## config.mk

```make
export PLATFORM = sky130hd
export DESIGN_NAME = execute_unit
export DESIGN_NICKNAME = d
export VERILOG_FILES = /design/src/rtl/exec_pkg.sv /design/src/rtl/mul_seq.sv /design/src/rtl/execute_unit.sv
export SDC_FILE = /design/constraint.sdc
export NUM_CORES = 1
export LEC_CHECK = 0
export CAP_MARGIN = 20
export CORE_ASPECT_RATIO = 0.75
export CORE_MARGIN = 4
export CORE_UTILIZATION = 28
export DETAILED_ROUTE_END_ITERATION = 7
export PLACE_DENSITY_LB_ADDON = 0.3
export SLEW_MARGIN = 20
export SYNTH_ARGS = -nofsm -noshare
export SYNTH_HDL_FRONTEND = slang
export SYNTH_HIERARCHICAL = 1
export SYNTH_SLANG_ARGS = --single-unit
```

## constraint.sdc

```tcl
create_clock -name clk -period 7.8 [get_ports clk]
set_clock_uncertainty 0.2 [all_clocks]
set_input_delay 1.56 -clock clk [delete_from_list [all_inputs] [get_ports clk]]
set_output_delay 1.56 -clock clk [all_outputs]
set_load 0.02 [all_outputs]
```

## src/rtl/exec_pkg.sv

```systemverilog
// Shared types and sizing for the execute stage: opcode and FSM state encodings.
package exec_pkg;
  localparam int EXEC_DW   = 16;
  localparam int EXEC_AW   = 3;
  localparam int MUL_STEPS = 16;

  typedef enum logic [3:0] {
    OP_NOP = 4'd0,
    OP_ADD = 4'd1,
    OP_SUB = 4'd2,
    OP_AND = 4'd3,
    OP_OR  = 4'd4,
    OP_XOR = 4'd5,
    OP_SLL = 4'd6,
    OP_SRL = 4'd7,
    OP_MOV = 4'd8,
    OP_MUL = 4'd9,
    OP_CMP = 4'd10
  } op_e;

  typedef enum logic {
    S_IDLE = 1'b0,
    S_MUL  = 1'b1
  } state_e;
endpackage

```

## src/rtl/mul_seq.sv

```systemverilog
// Iterative unsigned shift-add multiplier, one partial product per step.
// done is combinational on the final step and product then already includes it.
module mul_seq
  import exec_pkg::*;
#(
  parameter int DW = EXEC_DW
) (
  input  logic            clk,
  input  logic            rst,
  input  logic            start,
  input  logic [DW-1:0]   a,
  input  logic [DW-1:0]   b,
  input  logic            step,
  input  logic            kill,
  output logic            done,
  output logic [2*DW-1:0] product
);
  localparam int CW = $clog2(MUL_STEPS);
  localparam logic [CW-1:0] LAST = CW'(MUL_STEPS - 1);

  logic [2*DW-1:0] acc, mcand, acc_next;
  logic [DW-1:0]   mplier;
  logic [CW-1:0]   cnt;

  assign acc_next = acc + (mplier[0] ? mcand : '0);
  assign product  = acc_next;
  assign done     = step && !kill && (cnt == LAST);

  always_ff @(posedge clk or negedge rst) begin
    if (!rst) begin
      acc    <= '0;
      mcand  <= '0;
      mplier <= '0;
      cnt    <= '0;
    end else if (start) begin
      acc    <= '0;
      mcand  <= {{DW{1'b0}}, b};
      mplier <= a;
      cnt    <= '0;
    end else if (kill) begin
      cnt    <= '0;
    end else if (step) begin
      acc    <= acc_next;
      mcand  <= mcand << 1;
      mplier <= mplier >> 1;
      cnt    <= cnt + 1'b1;
    end
  end
endmodule

```

## src/rtl/execute_unit.sv

```systemverilog
// Execute stage: single-cycle ALU plus iterative MUL, driving the register file write port.
//   state  | meaning
//   S_IDLE | accepting ops; ALU results written back one edge after acceptance
//   S_MUL  | multiplier stepping, issue blocked until writeback or kill
module execute_unit
  import exec_pkg::*;
#(
  parameter int DW = EXEC_DW,
  parameter int AW = EXEC_AW
) (
  input  logic          clk,
  input  logic          rst,
  input  logic          issue_valid,
  output logic          issue_ready,
  input  logic [3:0]    op,
  input  logic [AW-1:0] dst_addr,
  input  logic [DW-1:0] rd_in,
  input  logic [DW-1:0] rs_in,
  input  logic          kill,
  output logic [DW-1:0] result,
  output logic [AW-1:0] result_w,
  output logic          wr_en,
  output logic          flag_z,
  output logic          flag_c
);
  state_e state, state_next;
  logic accept, mul_start, mul_step, mul_done;
  logic [2*DW-1:0] product;
  logic [AW-1:0] mul_dst;
  logic [DW:0] sum;
  logic [DW-1:0] alu_res;
  logic alu_c, alu_wr, alu_fl;

  mul_seq #(.DW(DW)) u_mul (
    .clk(clk), .rst(rst), .start(mul_start), .a(rd_in), .b(rs_in),
    .step(mul_step), .kill(kill), .done(mul_done), .product(product)
  );

  always_comb begin
    state_next  = state;
    issue_ready = 1'b0;
    accept      = 1'b0;
    mul_start   = 1'b0;
    mul_step    = 1'b0;
    case (state)
      S_IDLE: begin
        issue_ready = rst & ~kill;
        accept      = issue_valid & issue_ready;
        if (accept && op == OP_MUL) begin
          mul_start  = 1'b1;
          state_next = S_MUL;
        end
      end
      S_MUL: begin
        mul_step = 1'b1;
        if (kill || mul_done) state_next = S_IDLE;
      end
      default: state_next = S_IDLE;
    endcase
  end

  assign sum = {1'b0, rd_in} + {1'b0, rs_in};

  // alu_fl marks ops that update flags; CMP updates flags without writing.
  always_comb begin
    alu_res = '0;
    alu_c   = 1'b0;
    alu_wr  = 1'b0;
    alu_fl  = 1'b0;
    case (op)
      OP_ADD: begin alu_res = sum[DW-1:0];     alu_c = sum[DW];        alu_wr = 1'b1; alu_fl = 1'b1; end
      OP_SUB: begin alu_res = rd_in - rs_in;   alu_c = rd_in < rs_in;  alu_wr = 1'b1; alu_fl = 1'b1; end
      OP_CMP: begin alu_res = rd_in - rs_in;   alu_c = rd_in < rs_in;                 alu_fl = 1'b1; end
      OP_AND: begin alu_res = rd_in & rs_in;   alu_wr = 1'b1; alu_fl = 1'b1; end
      OP_OR:  begin alu_res = rd_in | rs_in;   alu_wr = 1'b1; alu_fl = 1'b1; end
      OP_XOR: begin alu_res = rd_in ^ rs_in;   alu_wr = 1'b1; alu_fl = 1'b1; end
      OP_SLL: begin alu_res = rd_in << rs_in[3:0]; alu_wr = 1'b1; alu_fl = 1'b1; end
      OP_SRL: begin alu_res = rd_in >> rs_in[3:0]; alu_wr = 1'b1; alu_fl = 1'b1; end
      OP_MOV: begin alu_res = rs_in;           alu_wr = 1'b1; alu_fl = 1'b1; end
      default: ;
    endcase
  end

  always_ff @(posedge clk or negedge rst) begin
    if (!rst) begin
      state   <= S_IDLE;
      mul_dst <= '0;
    end else begin
      state <= state_next;
      if (mul_start) mul_dst <= dst_addr;
    end
  end

  always_ff @(posedge clk or negedge rst) begin
    if (!rst) begin
      result   <= '0;
      result_w <= '0;
      wr_en    <= 1'b0;
      flag_z   <= 1'b0;
      flag_c   <= 1'b0;
    end else begin
      wr_en <= 1'b0;
      if (mul_done) begin
        result   <= product[DW-1:0];
        result_w <= mul_dst;
        wr_en    <= 1'b1;
        flag_z   <= (product[DW-1:0] == '0);
        flag_c   <= |product[2*DW-1:DW];
      end else if (accept && op != OP_MUL) begin
        if (alu_wr) begin
          result   <= alu_res;
          result_w <= dst_addr;
          wr_en    <= 1'b1;
        end
        if (alu_fl) begin
          flag_z <= (alu_res == '0);
          flag_c <= alu_c;
        end
      end
    end
  end
endmodule
```

### Word-level counts from Yosys, hierarchy flattened

Cells that the tools add are included.

| operators by class | value |
|---|---|
| shifts and indexed selects | 2 |
| reductions and logical operators | 20 |
| order comparisons | 1 |
| muxes and demuxes | 39 |
| equality and inequality tests | 13 |
| add/sub/neg operators | 4 |
| bitwise logic cells | 7 |

Operator list:

| kind | number |
|---|---|
| 2-to-1 mux 32 bit | 7 |
| case mux 16 bit (8 select lines) | 1 |
| 2-to-1 mux 16 bit | 6 |
| adder 32 bit | 1 |
| logical NOT 16 bit | 2 |
| adder 16 x 16 -> 17 bit | 1 |
| 2-to-1 mux 1 bit | 17 |
| AND 16 bit | 1 |
| equality test 4 x 3 -> 1 bit (second input constant) | 4 |
| equality test 4 bit (second input constant) | 4 |
| less-than comparator 16 bit | 1 |
| OR 16 bit | 1 |
| OR reduction 16 bit | 1 |
| left shift 16 x 4 -> 16 bit | 1 |
| >> shifter 16 x 4 -> 16 bit | 1 |
| subtractor 16 bit | 1 |
| XOR 16 bit | 1 |
| 2-to-1 mux 4 bit | 3 |
| 2-to-1 mux 3 bit | 3 |
| OR reduction 9 bit | 1 |
| equality test 4 x 2 -> 1 bit (second input constant) | 2 |
| nonzero test 2 bit | 4 |
| OR reduction 8 bit | 1 |
| AND reduction 2 bit | 3 |
| other kinds (12) | 18 |

| storage, ports and cells | value |
|---|---|
| logic and storage cells | 97 |
| input bits | 43 |
| bits in registers | 110 |
| output and inout bits | 23 |

### Longest topological paths before layout

Gate-level depths: netlist of run 1.

| depth | value |
|---|---|
| depth after elaboration | 8 |
| gate-level depth with buffers | 15 |
| mapped depth without buffers | 14 |

### Hierarchy

The synthesis of run 1 kept the hierarchy.

By module, submodules not included:

| module | sequential area each (µm²) | cells an instance | instances | area an instance (µm²) |
|---|---|---|---|---|
| mul_seq | 2102.0 | 692 | 1 | 5779.3 |
| execute_unit | 650.6 | 737 | 1 | 5611.6 |

### Worst setup path before layout of run 1

No wires, ideal clock.

| timing | value |
|---|---|
| path type | input -> register |
| from | in rs_in[2] |
| to | reg flag_z |
| path buffers | 3 |
| library setup time | 0.076 ns |
| arrival time | 4.250 ns |
| setup slack | 3.274 ns |
| stages | 13 |
| required time | 7.524 ns |
| path through | buf_2 > inv_1 > buf_2 > ha_1 > buf_2 > or4_1 > o211ai_2 > o211a_4 > o21ai_1 > and3_1 > a2111o_1 > a211o_1 > o21ai_1 |

| between the ends | value |
|---|---|
| cells in the longest elaborated chain, start to end | 6 |
| elaborated cells on any way between the ends | 12 |
| those cells by class | 2 x add/sub; 2 x shift; 4 x mux; 3 x bitwise; 1 x reduce/logical |

RTL lines:

| element | line | RTL |
|---|---|---|
| from (decl) | execute_unit.sv:18 | `input logic [DW-1:0] rs_in,` |
| subtractor 16 bit (tied with other cells) | execute_unit.sv:72, execute_unit.sv:73 |  |
| case mux 16 bit (8 select lines) * | execute_unit.sv:70 | `case (op)` |
| logical NOT 16 bit * | execute_unit.sv:116 | `flag_z <= (alu_res == '0);` |
| 2-to-1 mux 1 bit * | execute_unit.sv:115 | `if (alu_fl) begin` |
| 2-to-1 mux 1 bit * | execute_unit.sv:109 | `end else if (accept && op != OP_MUL) begin` |
| 2-to-1 mux 1 bit * | execute_unit.sv:103 | `if (mul_done) begin` |
| to (signal assigned) | execute_unit.sv:107 | `flag_z <= (product[DW-1:0] == '0);` |
| to (signal assigned) | execute_unit.sv:116 |  |
| to (decl) | execute_unit.sv:23 | `output logic flag_z,` |

Every way passes the cells marked *; elsewhere a longest branch is shown, timed or not. The select of a mux whose other input is x is not followed.
A chain may end at the register's enable or synchronous reset.

### Worst setup path in the final report of run 1

| timing | value |
|---|---|
| from | in rd_in[0] |
| to | reg flag_c |

| between the ends | value |
|---|---|
| cells in the longest elaborated chain, start to end | 5 |
| elaborated cells on any way between the ends | 6 |
| those cells by class | 1 x add/sub; 1 x order compare; 4 x mux |

RTL lines:

| element | line | RTL |
|---|---|---|
| from (decl) | execute_unit.sv:17 | `input logic [DW-1:0] rd_in,` |
| adder 16 x 16 -> 17 bit / less-than comparator 16 bit (equally long branches) | execute_unit.sv:62, execute_unit.sv:72, execute_unit.sv:73 |  |
| case mux 1 bit (2 select lines) * | execute_unit.sv:70 |  |
| 2-to-1 mux 1 bit * | execute_unit.sv:115 |  |
| 2-to-1 mux 1 bit * | execute_unit.sv:109 |  |
| 2-to-1 mux 1 bit * | execute_unit.sv:103 |  |
| to (signal assigned) | execute_unit.sv:108 | `flag_c <= \|product[2*DW-1:DW];` |
| to (signal assigned) | execute_unit.sv:117 | `flag_c <= alu_c;` |
| to (decl) | execute_unit.sv:24 | `output logic flag_c` |

Marked as above.

==> summary.md, run 1 <==
| Metric | Value |
|---|---|
| Avg Cell Area, Syn | `7.971 um2` |
| RSZ-0062 raised after global routing | `no` |
| Critical path type | `in2reg` |
| CP Capture Type | `flip-flop` |
| Yosys warning total | `6` |
| Top post-synthesis cells by count | `nand2_1, dfrtp_1, a21oi_1` |
| Vias per Instance | `5.751` |
| TritonRoute pass-1 iters | `6` |
| Most common cell in the netlist | `nand2_1` |
| Layout fillers | `4319` |
| Share of cells above drive strength 1 | `0.06834` |
| ANT nets after route | `0` |
| Post-synthesis sequential area ratio | `0.2417` |
| Remaining Overflow, GRT | `0` |
| Pin count of the biggest net entering global routing | `81` |
| Required time worst endpoint | `7.89 ns` |
| Worst Slack Setup Final | `about 2.2 ns` |
| Vias in the first global route | `10670` |
| Cell count after synthesis | `1429` |
| DP HPWL | `between 30 and 40 mm` |
| Setup violators final | `0` |
| Syn_nets | `1559` |
| Via count | `between 10000 and 15000` |
| Initial antenna violation count | `2` |
| Setup TNS | `0 ns` |
| Status | `finished clean` |
| Tcrit/Tclk final | `0.7192` |
| Buf+Inv Stages, Crit Path | `3` |
| CTS Buf Count | `9` |
| Post-CTS Setup Inserts | `0` |
| Final Total Pwr | `1775 uW` |
| Htree depth | `3` |
| Critical path's top delay family | `compound AO/OA/AOI/OAI gates` |
| First-pass GRT wire length | `roughly 66 mm` |
| Layout net count | `around 1600` |
| DR WL/cell | `22.30 um` |
| Leading area contributor after synthesis | `dfrtp_1` |
| CP Data Arrival Time | `5.70 ns` |
| Worst-Margin Slew | `roughly 0.9 ns` |
| Die ar. | `44010 um2` |
| PostCTS Resize Cnt | `0` |
| Asr flop ratio synth | `1.000` |
| Remaining routing DRC violations | `0` |
| Post-Syn Area | `11390 um2` |
| Top FF cell, synth | `dfrtp_1` |
| Rel. slew slack | `0.3866` |
| Internal cell power | `1136 uW` |
| IR drop worst, VDD | `roughly 0.00011 V` |
| Port Buffers | `65` |
| Initial Utilization | `0.2856` |
| Slew Viols, Final | `0` |
| Top cell type's share of synthesized area | `0.2417` |
| CORE AREA | `39890 um2` |
| #FFs+latches synth | `110` |
| Switching share of power | `0.3602` |
| Crit start category | `input port` |
| Clk_lat worst skew | `0.38 ns` |
| Hold_ws | `roughly 0.28 ns` |
| TritonCTS clock tree | `yes` |
| Worst hold path type | `reg2reg` |
| 1st-iter DRT viols | `approximately 1300` |
| Layout area overhead | `12.59%` |
| Routed WL | `43.57 mm` |
| Largest cells by area after synthesis | `dfrtp_1, ha_1, nand2_1, mux2i_1, a21oi_1` |
| CTS Root Cell | `clkbuf_16` |
| I/O Pins | `66` |
| Slowest stage delay, CP | `0.73 ns` |
| Clock network power share | `0.296` |
| Die X | `240.9 um` |
| Num Clock Sinks | `110` |
| Logic pwr share | `0.320` |
| Leakage | `between 0.005 and 0.006 uW` |
| NetSw | `between 600 and 700 uW` |
| Die height | `182.7 um` |
| Rows | `63` |
| Minimum clock period | `5.610 ns` |
| Critical Path, Cell by Cell | `clkdlybuf4s50_1 > inv_1 > ha_1 > inv_1 > fa_1 > nor2b_1 > o311ai_1 > a211o_1 > a21oi_1 > a2111oi_0 > o21bai_1 > a211oi_1 > a211oi_1 > o31ai_1` |
| Maxcap violations | `0` |
| Dpl ws | `1.936 ns` |
| GRT Total Usage | `0.1939` |
| Register clock-pin slew on the reported worst setup and hold paths | `0.08 ns` |
| EDFF count, synth | `0` |
| CTS hold repair buffers | `0` |
| Reg power frac | `0.384` |
| Maximum fanout along the worst path | `7` |
| Hold Violations, Final | `0` |
| Worst path slowest cell | `o311ai_1` |
| CTS Buffer Depth | `2` |
| GPL Wtd Cong | `1.049` |
| Fmax | `about 180 MHz` |
| Distinct cells, synth | `87` |
| Number of diodes | `0` |
| Pwr/cell area | `138.4 nW/um2` |
## kinds of logic (layout without fill, tap and decap cells)
family / Yosys count / after routing / synth area share
simple gates: 517 / 517 / 0.2217
compound gates: 414 / 414 / 0.2386
buf+inv: 157 / 162 / 0.05602
flops: 110 / 110 / 0.2417
mux: 105 / 105 / 0.1146
fa+ha+maj: 87 / 87 / 0.09754
xor+xnor: 39 / 39 / 0.02999
## power by group through the flow
stage | logic, uW | clock network (uW) | registers [uW]
4_1_cts | 548 | 535 | 686
3_3_place_gp | 546 | 0 | 696
5_1_grt | 610 | 557 | 688
3_5_place_dp | 545 | 0 | 696
2_1_floorplan | 302 | 0 | 697
6_report | 568 | 525 | 682
## cell type report
type / count / area [um2] / area share
Clock buffer: 10 / 229.0 / 0.01785
Inverter: 57 / 215.2 / 0.01678
Timing Repair Buffer: 89 / 843.3 / 0.06576
Sequential cell: 110 / 2753 / 0.2146
Tap cell: 520 / 650.6 / 0.05073
Multi-Input combinational cell: 1162 / 8041 / 0.6270
Clock inverter: 6 / 92.59 / 0.007220
## cell usage in the layout (no fill, tap or decap), types with 6 or more instances in the layout
master | Yosys | layout
nor2_1 | 87 | 86
dfrtp_1 | 110 | 110
or3_1 | 6 | 6
o21bai_1 | 9 | 9
xnor2_1 | 28 | 28
o2111ai_1 | 6 | 6
o21a_1 | 13 | 13
o21ai_1 | 21 | 21
a31oi_1 | 13 | 13
mux2_2 | 11 | 11
nor3_1 | 33 | 33
xor2_1 | 11 | 11
a21o_1 | 15 | 15
nand4_1 | 17 | 17
clkbuf_16 | 0 | 9
a211o_1 | 6 | 6
nand2_1 | 210 | 210
a32oi_1 | 7 | 7
ha_1 | 84 | 84
inv_1 | 56 | 55
and2_1 | 39 | 39
buf_4 | 0 | 23
or4_1 | 7 | 7
o31ai_1 | 10 | 10
mux2i_1 | 73 | 73
nor4_1 | 13 | 13
nor2b_1 | 20 | 19
o21ai_0 | 81 | 81
clkdlybuf4s50_1 | 0 | 63
mux4_2 | 18 | 18
nand2b_1 | 10 | 9
and3_1 | 12 | 12
o211ai_1 | 22 | 22
o22ai_1 | 9 | 9
a22oi_1 | 12 | 12
a21oi_1 | 106 | 106
a211oi_1 | 25 | 25
nand3_1 | 28 | 28
## registers in the layout, indices dropped and copies added, names as in the netlist, 3 cells and up
| signal | count |
|---|---|
| mul_dst | 3 |
| result | 16 |
| u_mul/acc | 32 |
| u_mul/cnt | 4 |
| u_mul/mcand | 32 |
| u_mul/mplier | 16 |
| result_w | 3 |
## routing by layer
metal	GRT usage	up-vias	part of all wire	wire length, um
li1	-	5211	-	-
met1	0.3023	5509	0.51	22020
met2	0.2537	460	0.38	16510
met3	0.06904	53	0.099	4312
met4	0.03372	4	0.015	668
met5	0	-	0.0014	60
## through the flow
stage	cell area [um2]	instances	util
3_5_place_dp	12480	1937	0.3129
6_report	12820	1954	0.3215
2_1_floorplan	11390	1429	-
5_1_grt	12820	1954	0.3215
4_1_cts	12800	1953	0.3210
3_3_place_gp	12480	1937	0.3129
## tightest hold or removal path: stages, from the launching register on
cell     delay, ns
dfrtp_1       0.35
nand2_1       0.05
nand2_1       0.06
## final timing paths
kind,start,to,slack (ns),cells after the start
max in group asynchronous,rst,u_mul/mplier[1],4.86,3
worst max register to register,u_mul/mplier[0],flag_c,2.85,14
worst min-delay path,mul_dst[0],mul_dst[0],0.28,2
min in group asynchronous,rst,u_mul/mplier[3],0.84,1
worst min register to register,mul_dst[0],mul_dst[0],0.28,2
worst max-delay path,rd_in[0],flag_c,2.19,14
Power figures use the tool's default switching activity.
==> inputs of run 2 (changes only) <==
==> constraint.sdc (replaced) <==
create_clock -name clk -period 5.1 [get_ports clk]
set_clock_uncertainty 0.2 [all_clocks]
set_input_delay 1.02 -clock clk [delete_from_list [all_inputs] [get_ports clk]]
set_output_delay 1.02 -clock clk [all_outputs]
set_load 0.02 [all_outputs]
==> summary.md, run 2 (synthesized netlist as in run 1, its figures left out) <==
| Metric | Value |
|---|---|
| Port Buffers | `65 (unchanged)` |
| Number of diodes | `0 (unchanged)` |
| Routed WL | `44.10 mm (+1.2%)` |
| Leakage | `0.005723 uW (+3.9%)` |
| I/O Pins | `66 (unchanged)` |
| Maximum fanout along the worst path | `7 (unchanged)` |
| Crit start category | `input port` |
| Remaining Overflow, GRT | `0 (unchanged)` |
| Top flop regs | `u_mul/acc (32), u_mul/mcand (32)` |
| Most common cell after layout, fill and taps aside | `nand2_1` |
| Rel. slew slack | `0.3191 (-0.06747)` |
| CTS Buffer Depth | `2 (unchanged)` |
| Clk_lat worst skew | `0.38 ns (about the same)` |
| Remaining routing DRC violations | `0 (unchanged)` |
| Tcrit/Tclk final | `0.9241` |
| Dpl ws | `0.1510 ns (-1.785 ns)` |
| Share of cells above drive strength 1 | `0.09736 (+0.02902)` |
| TritonRoute pass-1 iters | `6 (unchanged)` |
| CP Capture Type | `flip-flop` |
| IR drop worst, VDD | `0.0001598 V (+47%)` |
| Pin count of the biggest net entering global routing | `93 (+15%)` |
| Htree depth | `3 (unchanged)` |
| Fmax | `212.2 MHz` |
| First-pass GRT wire length | `66.96 mm (+1.2%)` |
| Setup TNS | `0 ns (unchanged)` |
| Maxcap violations | `0 (unchanged)` |
| Layout net count | `1604 (+2.9%)` |
| Required time worst endpoint | `5.20 ns (-2.69 ns)` |
| Critical path type | `in2reg` |
| Most frequent cells in the layout | `nand2_1, dfrtp_1, a21oi_1` |
| CORE AREA | `39890 um2 (unchanged)` |
| Post-CTS Setup Inserts | `0 (unchanged)` |
| Pwr/cell area | `203.9 nW/um2 (+47%)` |
| Die height | `182.7 um (unchanged)` |
| CP Data Arrival Time | `4.81 ns (-0.89 ns)` |
| Num Clock Sinks | `110 (unchanged)` |
| GPL Wtd Cong | `1.005 (-4.2%)` |
| Slew Viols, Final | `0 (unchanged)` |
| CTS Buf Count | `9 (unchanged)` |
| DR WL/cell | `22.06 um (-1.0%)` |
| Status | `finished clean` |
| Minimum clock period | `4.713 ns` |
| Hold Violations, Final | `0 (unchanged)` |
| GRT Total Usage | `0.1959 (+0.002047)` |
| 1st-iter DRT viols | `1208 (-6.4%)` |
| Vias per Instance | `5.699 (-0.90%)` |
| Via count | `11390 (+1.4%)` |
| CTS hold repair buffers | `0 (unchanged)` |
| TritonCTS clock tree | `yes` |
| Rows | `63 (unchanged)` |
| CTS Root Cell | `clkbuf_16` |
| Layout area overhead | `15.53%` |
| Die ar. | `44010 um2 (unchanged)` |
| Initial Utilization | `0.2856 (unchanged)` |
| Initial antenna violation count | `1 (-1)` |
| Placed cell count | `1983 (+2.4%)` |
| Cell Count, Final, Fillers Out | `1999 (+2.3%)` |
| Setup violators final | `0 (unchanged)` |
| DP HPWL | `33.96 mm (+4.4%)` |
| RSZ-0062 raised after global routing | `no` |
| Worst-Margin Slew | `1.017 ns (+0.1064 ns)` |
| Register clock-pin slew on the reported worst setup and hold paths | `0.09 ns (about the same)` |
| Worst hold path type | `reg2reg` |
| Vias in the first global route | `10660 (-0.084%)` |
| Die X | `240.9 um (unchanged)` |
| PostCTS Resize Cnt | `0 (unchanged)` |
| Final core utilization | `0.3299 (+0.008407)` |
| ANT nets after route | `0 (unchanged)` |
| Worst Slack Setup Final | `0.3872 ns (-1.803 ns)` |
[run 2: cell types whose count changed in the layout (fill, tap and decap cells not counted)]
cell / before / now
buf_4: 23 / 67
buf_12: 1 / 3
bufinv_16: 2 / 0
inv_8: 1 / 3
buf_8: 1 / 0
clkbuf_1: 1 / 0
clkinv_2: 2 / 1
clkinv_8: 0 / 1
dfrtp_1: 110 / 109
dfrtp_2: 0 / 1
inv_12: 0 / 1
o32ai_1: 0 / 1
o32ai_2: 1 / 0
[run 2: critical path: stages]
cell,delay (ns)
clkdlybuf4s50_1,0.56
inv_1,0.19
ha_1,0.19
inv_1,0.06
fa_1,0.40
nor2b_1,0.16
o311ai_1,0.31
buf_4,0.21
a211o_1,0.19
a21oi_1,0.15
a2111oi_0,0.66
o21bai_1,0.13
a211oi_1,0.28
a211oi_1,0.08
o31ai_1,0.22
[run 2: worst paths after layout]
path	startpoint	endpoint	slack [ns]	cells after the start
hold reg to reg	mul_dst[2]	mul_dst[2]	0.28	2
setup / recovery	rd_in[0]	flag_c	0.39	15
max in group asynchronous	rst	u_mul/mplier[0]	2.77	3
min in group asynchronous	rst	u_mul/mcand[12]	0.53	2
hold / removal	mul_dst[2]	mul_dst[2]	0.28	2
setup reg to reg	u_mul/mplier[0]	flag_c	0.44	13
[run 2: area by class of cell]
class,count,area [um2]
clock buffer,9,225.2
clock inverter,7,82.58
fill,4231,26730
inverter,57,215.2
multi-input combinational,1162,8034
sequential,110,2754
tap,520,650.6
timing repair buffer,134,1199
[run 2: per-stage QoR]
stage / hold slack [ns] / power, uW / instance area [um2]
finish: 0.2823 / 2683 / 13160
global route: 0.3099 / 2824 / 13160
CTS: 0.2864 / 2692 / 13160
detailed placement: 0.2629 / 1922 / 12850
global placement: 0.2574 / 1921 / 12850
floorplan: 0.2460 / 1527 / 11390
[run 2: layer usage]
layer	track usage	wire, um	vias up	share of wire
met5	0	11	-	0.00025
met4	0.02753	488	2	0.011
met3	0.05620	4065	31	0.092
met2	0.2563	17000	482	0.39
met1	0.3165	22530	5584	0.51
li1	-	-	5293	-
[run 2: power breakdown]
part / leakage [uW] / switching, uW / internal (uW)
logic: 0.00409 / 522 / 359
registers: 0.00149 / 86.7 / 959
clock network: 0.000148 / 401 / 356
total: 0.00572 / 1010 / 1670
==> inputs of run 3 (changes only) <==
==> constraint.sdc (replaced) <==
create_clock -name clk -period 5.7 [get_ports clk]
set_clock_uncertainty 0.2 [all_clocks]
set_input_delay 1.14 -clock clk [delete_from_list [all_inputs] [get_ports clk]]
set_output_delay 1.14 -clock clk [all_outputs]
set_load 0.02 [all_outputs]
==> summary.md, run 3 (synthesized netlist as in run 1, its figures left out) <==
| Metric | Value |
|---|---|
| Maxcap violations | `0 (unchanged)` |
| Register-to-Register Path Depth | `13 (unchanged)` |
| Worst Slack Setup Final | `0.9851 ns (+0.5980 ns)` |
| Pin count of the biggest net entering global routing | `121 (+30%)` |
| Num Clock Sinks | `110 (unchanged)` |
| Switching share of power | `0.3712 (-0.004957)` |
| Number of cells on the critical path | `15 (unchanged)` |
| Pwr/cell area | `181.0 nW/um2 (-11%)` |
| Reg area | `2753 um2 (about the same)` |
| Slowest stage delay, CP | `0.63 ns (-0.03 ns)` |
| R2R Path Start | `u_mul/mplier[0]` |
| Die ar. | `44010 um2 (unchanged)` |
| Reg power frac | `0.395 (+0.005)` |
| IR drop worst, VDD | `0.0001376 V (-14%)` |
| Worst R2R Setup Slack | `1.11 ns (+0.67 ns)` |
| Top flop regs | `u_mul/acc (32), u_mul/mcand (32)` |
| Critical R2R Capture | `flag_c` |
| Most common cell after layout, fill and taps aside | `nand2_1` |
| GRT Total Usage | `0.1905 (-0.005443)` |
| Setup TNS | `0 ns (unchanged)` |
| CTS hold repair buffers | `0 (unchanged)` |
| Maximum fanout along the worst path | `7 (unchanged)` |
| Critical path type | `in2reg` |
| Clock network power share | `0.276 (-0.006)` |
| Layout net count | `1589 (-0.94%)` |
| Routed WL | `42.84 mm (-2.9%)` |
| Internal cell power | `1484 uW (-11%)` |
| Htree depth | `3 (unchanged)` |
| CP Capture Type | `flip-flop` |
| TritonRoute pass-1 iters | `5 (-1)` |
| CTS Buffer Depth | `2 (unchanged)` |
| CTS Root Cell | `clkbuf_16` |
| Hold_sp | `mul_dst[2]` |
| Die X | `240.9 um (unchanged)` |
| PostCTS Resize Cnt | `0 (unchanged)` |
| Rows | `63 (unchanged)` |
| Vias per Instance | `5.633 (-1.1%)` |
| I/O Pins | `66 (unchanged)` |
| Vias in the first global route | `10580 (-0.71%)` |
| Initial antenna violation count | `0 (-1)` |
| Status | `finished clean` |
| Crit start category | `input port` |
| CORE AREA | `39890 um2 (unchanged)` |
| DR WL/cell | `21.57 um (-2.2%)` |
| Clk_lat worst skew | `0.37 ns (about the same)` |
| Fmax | `approximately 210 MHz` |
| Area of the multi-input gates | `8034 um2 (unchanged)` |
| First-pass GRT wire length | `65.16 mm (-2.7%)` |
| RSZ-0062 raised after global routing | `no` |
| GPL Wtd Cong | `0.9589 (-4.6%)` |
| Minimum clock period | `4.715 ns` |
| Hold_ws | `0.2854 ns (+0.003147 ns)` |
| 1st-iter DRT viols | `1026 (-15%)` |
| CTS Buf Count | `9 (unchanged)` |
| Logic pwr share | `0.330 (+0.002)` |
| DP HPWL | `32.90 mm (-3.1%)` |
| Critical Path, Cell by Cell | `clkdlybuf4s50_1 > inv_1 > ha_1 > inv_1 > fa_1 > nor2b_1 > o311ai_1 > buf_4 > a211o_1 > a21oi_1 > a2111oi_0 > o21bai_1 > a211oi_1 > a211oi_1 > o31ai_1` |
| Most frequent cells in the layout | `nand2_1, dfrtp_1, a21oi_1` |
| Worst hold path type | `reg2reg` |
| Remaining Overflow, GRT | `0 (unchanged)` |
| Register clock-pin slew on the reported worst setup and hold paths | `0.09 ns (about the same)` |
| Die height | `182.7 um (unchanged)` |
| Critical path's top delay family | `compound AO/OA/AOI/OAI gates` |
| Dpl ws | `0.6405 ns (+0.4895 ns)` |
| Via count | `11190 (-1.8%)` |
| Hold Violations, Final | `0 (unchanged)` |
| Layout fillers | `4281 (+1.2%)` |
| ANT nets after route | `0 (unchanged)` |
| Setup violators final | `0 (unchanged)` |
| NetSw | `875.9 uW (-13%)` |
| Leakage | `0.005640 uW (-1.4%)` |
| Port Buffers | `65 (unchanged)` |
| Worst path slowest cell | `a2111oi_0` |
| Post-CTS Setup Inserts | `0 (unchanged)` |
| Worst Hold Endpoint | `mul_dst[2]` |
| Buf+Inv Stages, Crit Path | `4 (unchanged)` |
| CP Data Arrival Time | `4.80 ns (about the same)` |
| TritonCTS clock tree | `yes` |
| Initial Utilization | `0.2856 (unchanged)` |
| Slew Viols, Final | `0 (unchanged)` |
| Hold Path Stages | `2 (unchanged)` |
| Remaining routing DRC violations | `0 (unchanged)` |
| Required time worst endpoint | `5.79 ns (+0.59 ns)` |
| Layout area overhead | `14.46%` |
| Worst-Margin Slew | `1.133 ns (+0.1166 ns)` |
| Share of cells above drive strength 1 | `0.08743 (-0.009931)` |
| Tcrit/Tclk final | `0.8272` |
| Rel. slew slack | `0.2341 (-0.08506)` |
run 3: cell count changes in the layout (fill, tap and decap cells not counted), sizes merged:
cell,before,now
buf,71,56
clkinv,2,5
inv,61,58
diode,0,2
run 3: layout make-up:
class	instances	area share
multi-input combinational	1162	0.6162
inverter	57	0.01651
tap	520	0.04990
clock buffer	9	0.01727
sequential	110	0.2111
timing repair buffer	119	0.08263
clock inverter	7	0.005950
antenna	2	0.0003839
run 3: per-layer routing:
| metal | GRT usage | wire length [um] | up-vias |
|---|---|---|---|
| li1 | - | - | 5268 |
| met1 | 0.3001 | 21340 | 5422 |
| met2 | 0.2505 | 16450 | 464 |
| met3 | 0.06617 | 4573 | 34 |
| met4 | 0.02592 | 470 | 0 |
| met5 | 0 | 0 | - |
run 3: worst max-delay path by stage:
stage	startpoint	endpoint	slack (ns)
3_3_place_gp	rd_in[0]	flag_c	0.70
6_report	rd_in[0]	flag_c	0.99
4_1_cts	u_mul/mplier[0]	flag_c	0.80
5_1_grt	rd_in[0]	flag_c	0.67
3_5_place_dp	rd_in[0]	flag_c	0.64
2_1_floorplan	rs_in[2]	flag_z	1.59
run 3: power groups by stage:
stage	clock network, uW	registers (uW)	logic [uW]
finish	651	931	778
global placement	0	951	755
detailed placement	0	951	755
floorplan	0	953	413
global route	709	941	842
CTS	674	937	760
run 3: metrics by stage:
| stage | utilization | power [uW] | std cells | instance area [um2] |
|---|---|---|---|---|
| floorplan | - | 1366 | 1429 | 11390 |
| global placement | 0.3189 | 1707 | 1967 | 12720 |
| detailed placement | 0.3189 | 1706 | 1967 | 12720 |
| CTS | 0.3265 | 2372 | 1983 | 13020 |
| global route | 0.3267 | 2492 | 1984 | 13030 |
| finish | 0.3269 | 2360 | 1986 | 13040 |
run 3: worst register-to-register path, stage by stage (launching register included):
cell      delay, ns
dfrtp_1        0.76
and2_1         0.23
ha_1           0.27
a21oi_1        0.27
a211oi_1       0.20
o31ai_1        0.48
nand2_1        0.22
a211oi_1       0.49
xnor2_1        0.11
nor4_1         0.45
nand4_1        0.22
nor4_1         0.31
buf_4          0.21
o31ai_1        0.07
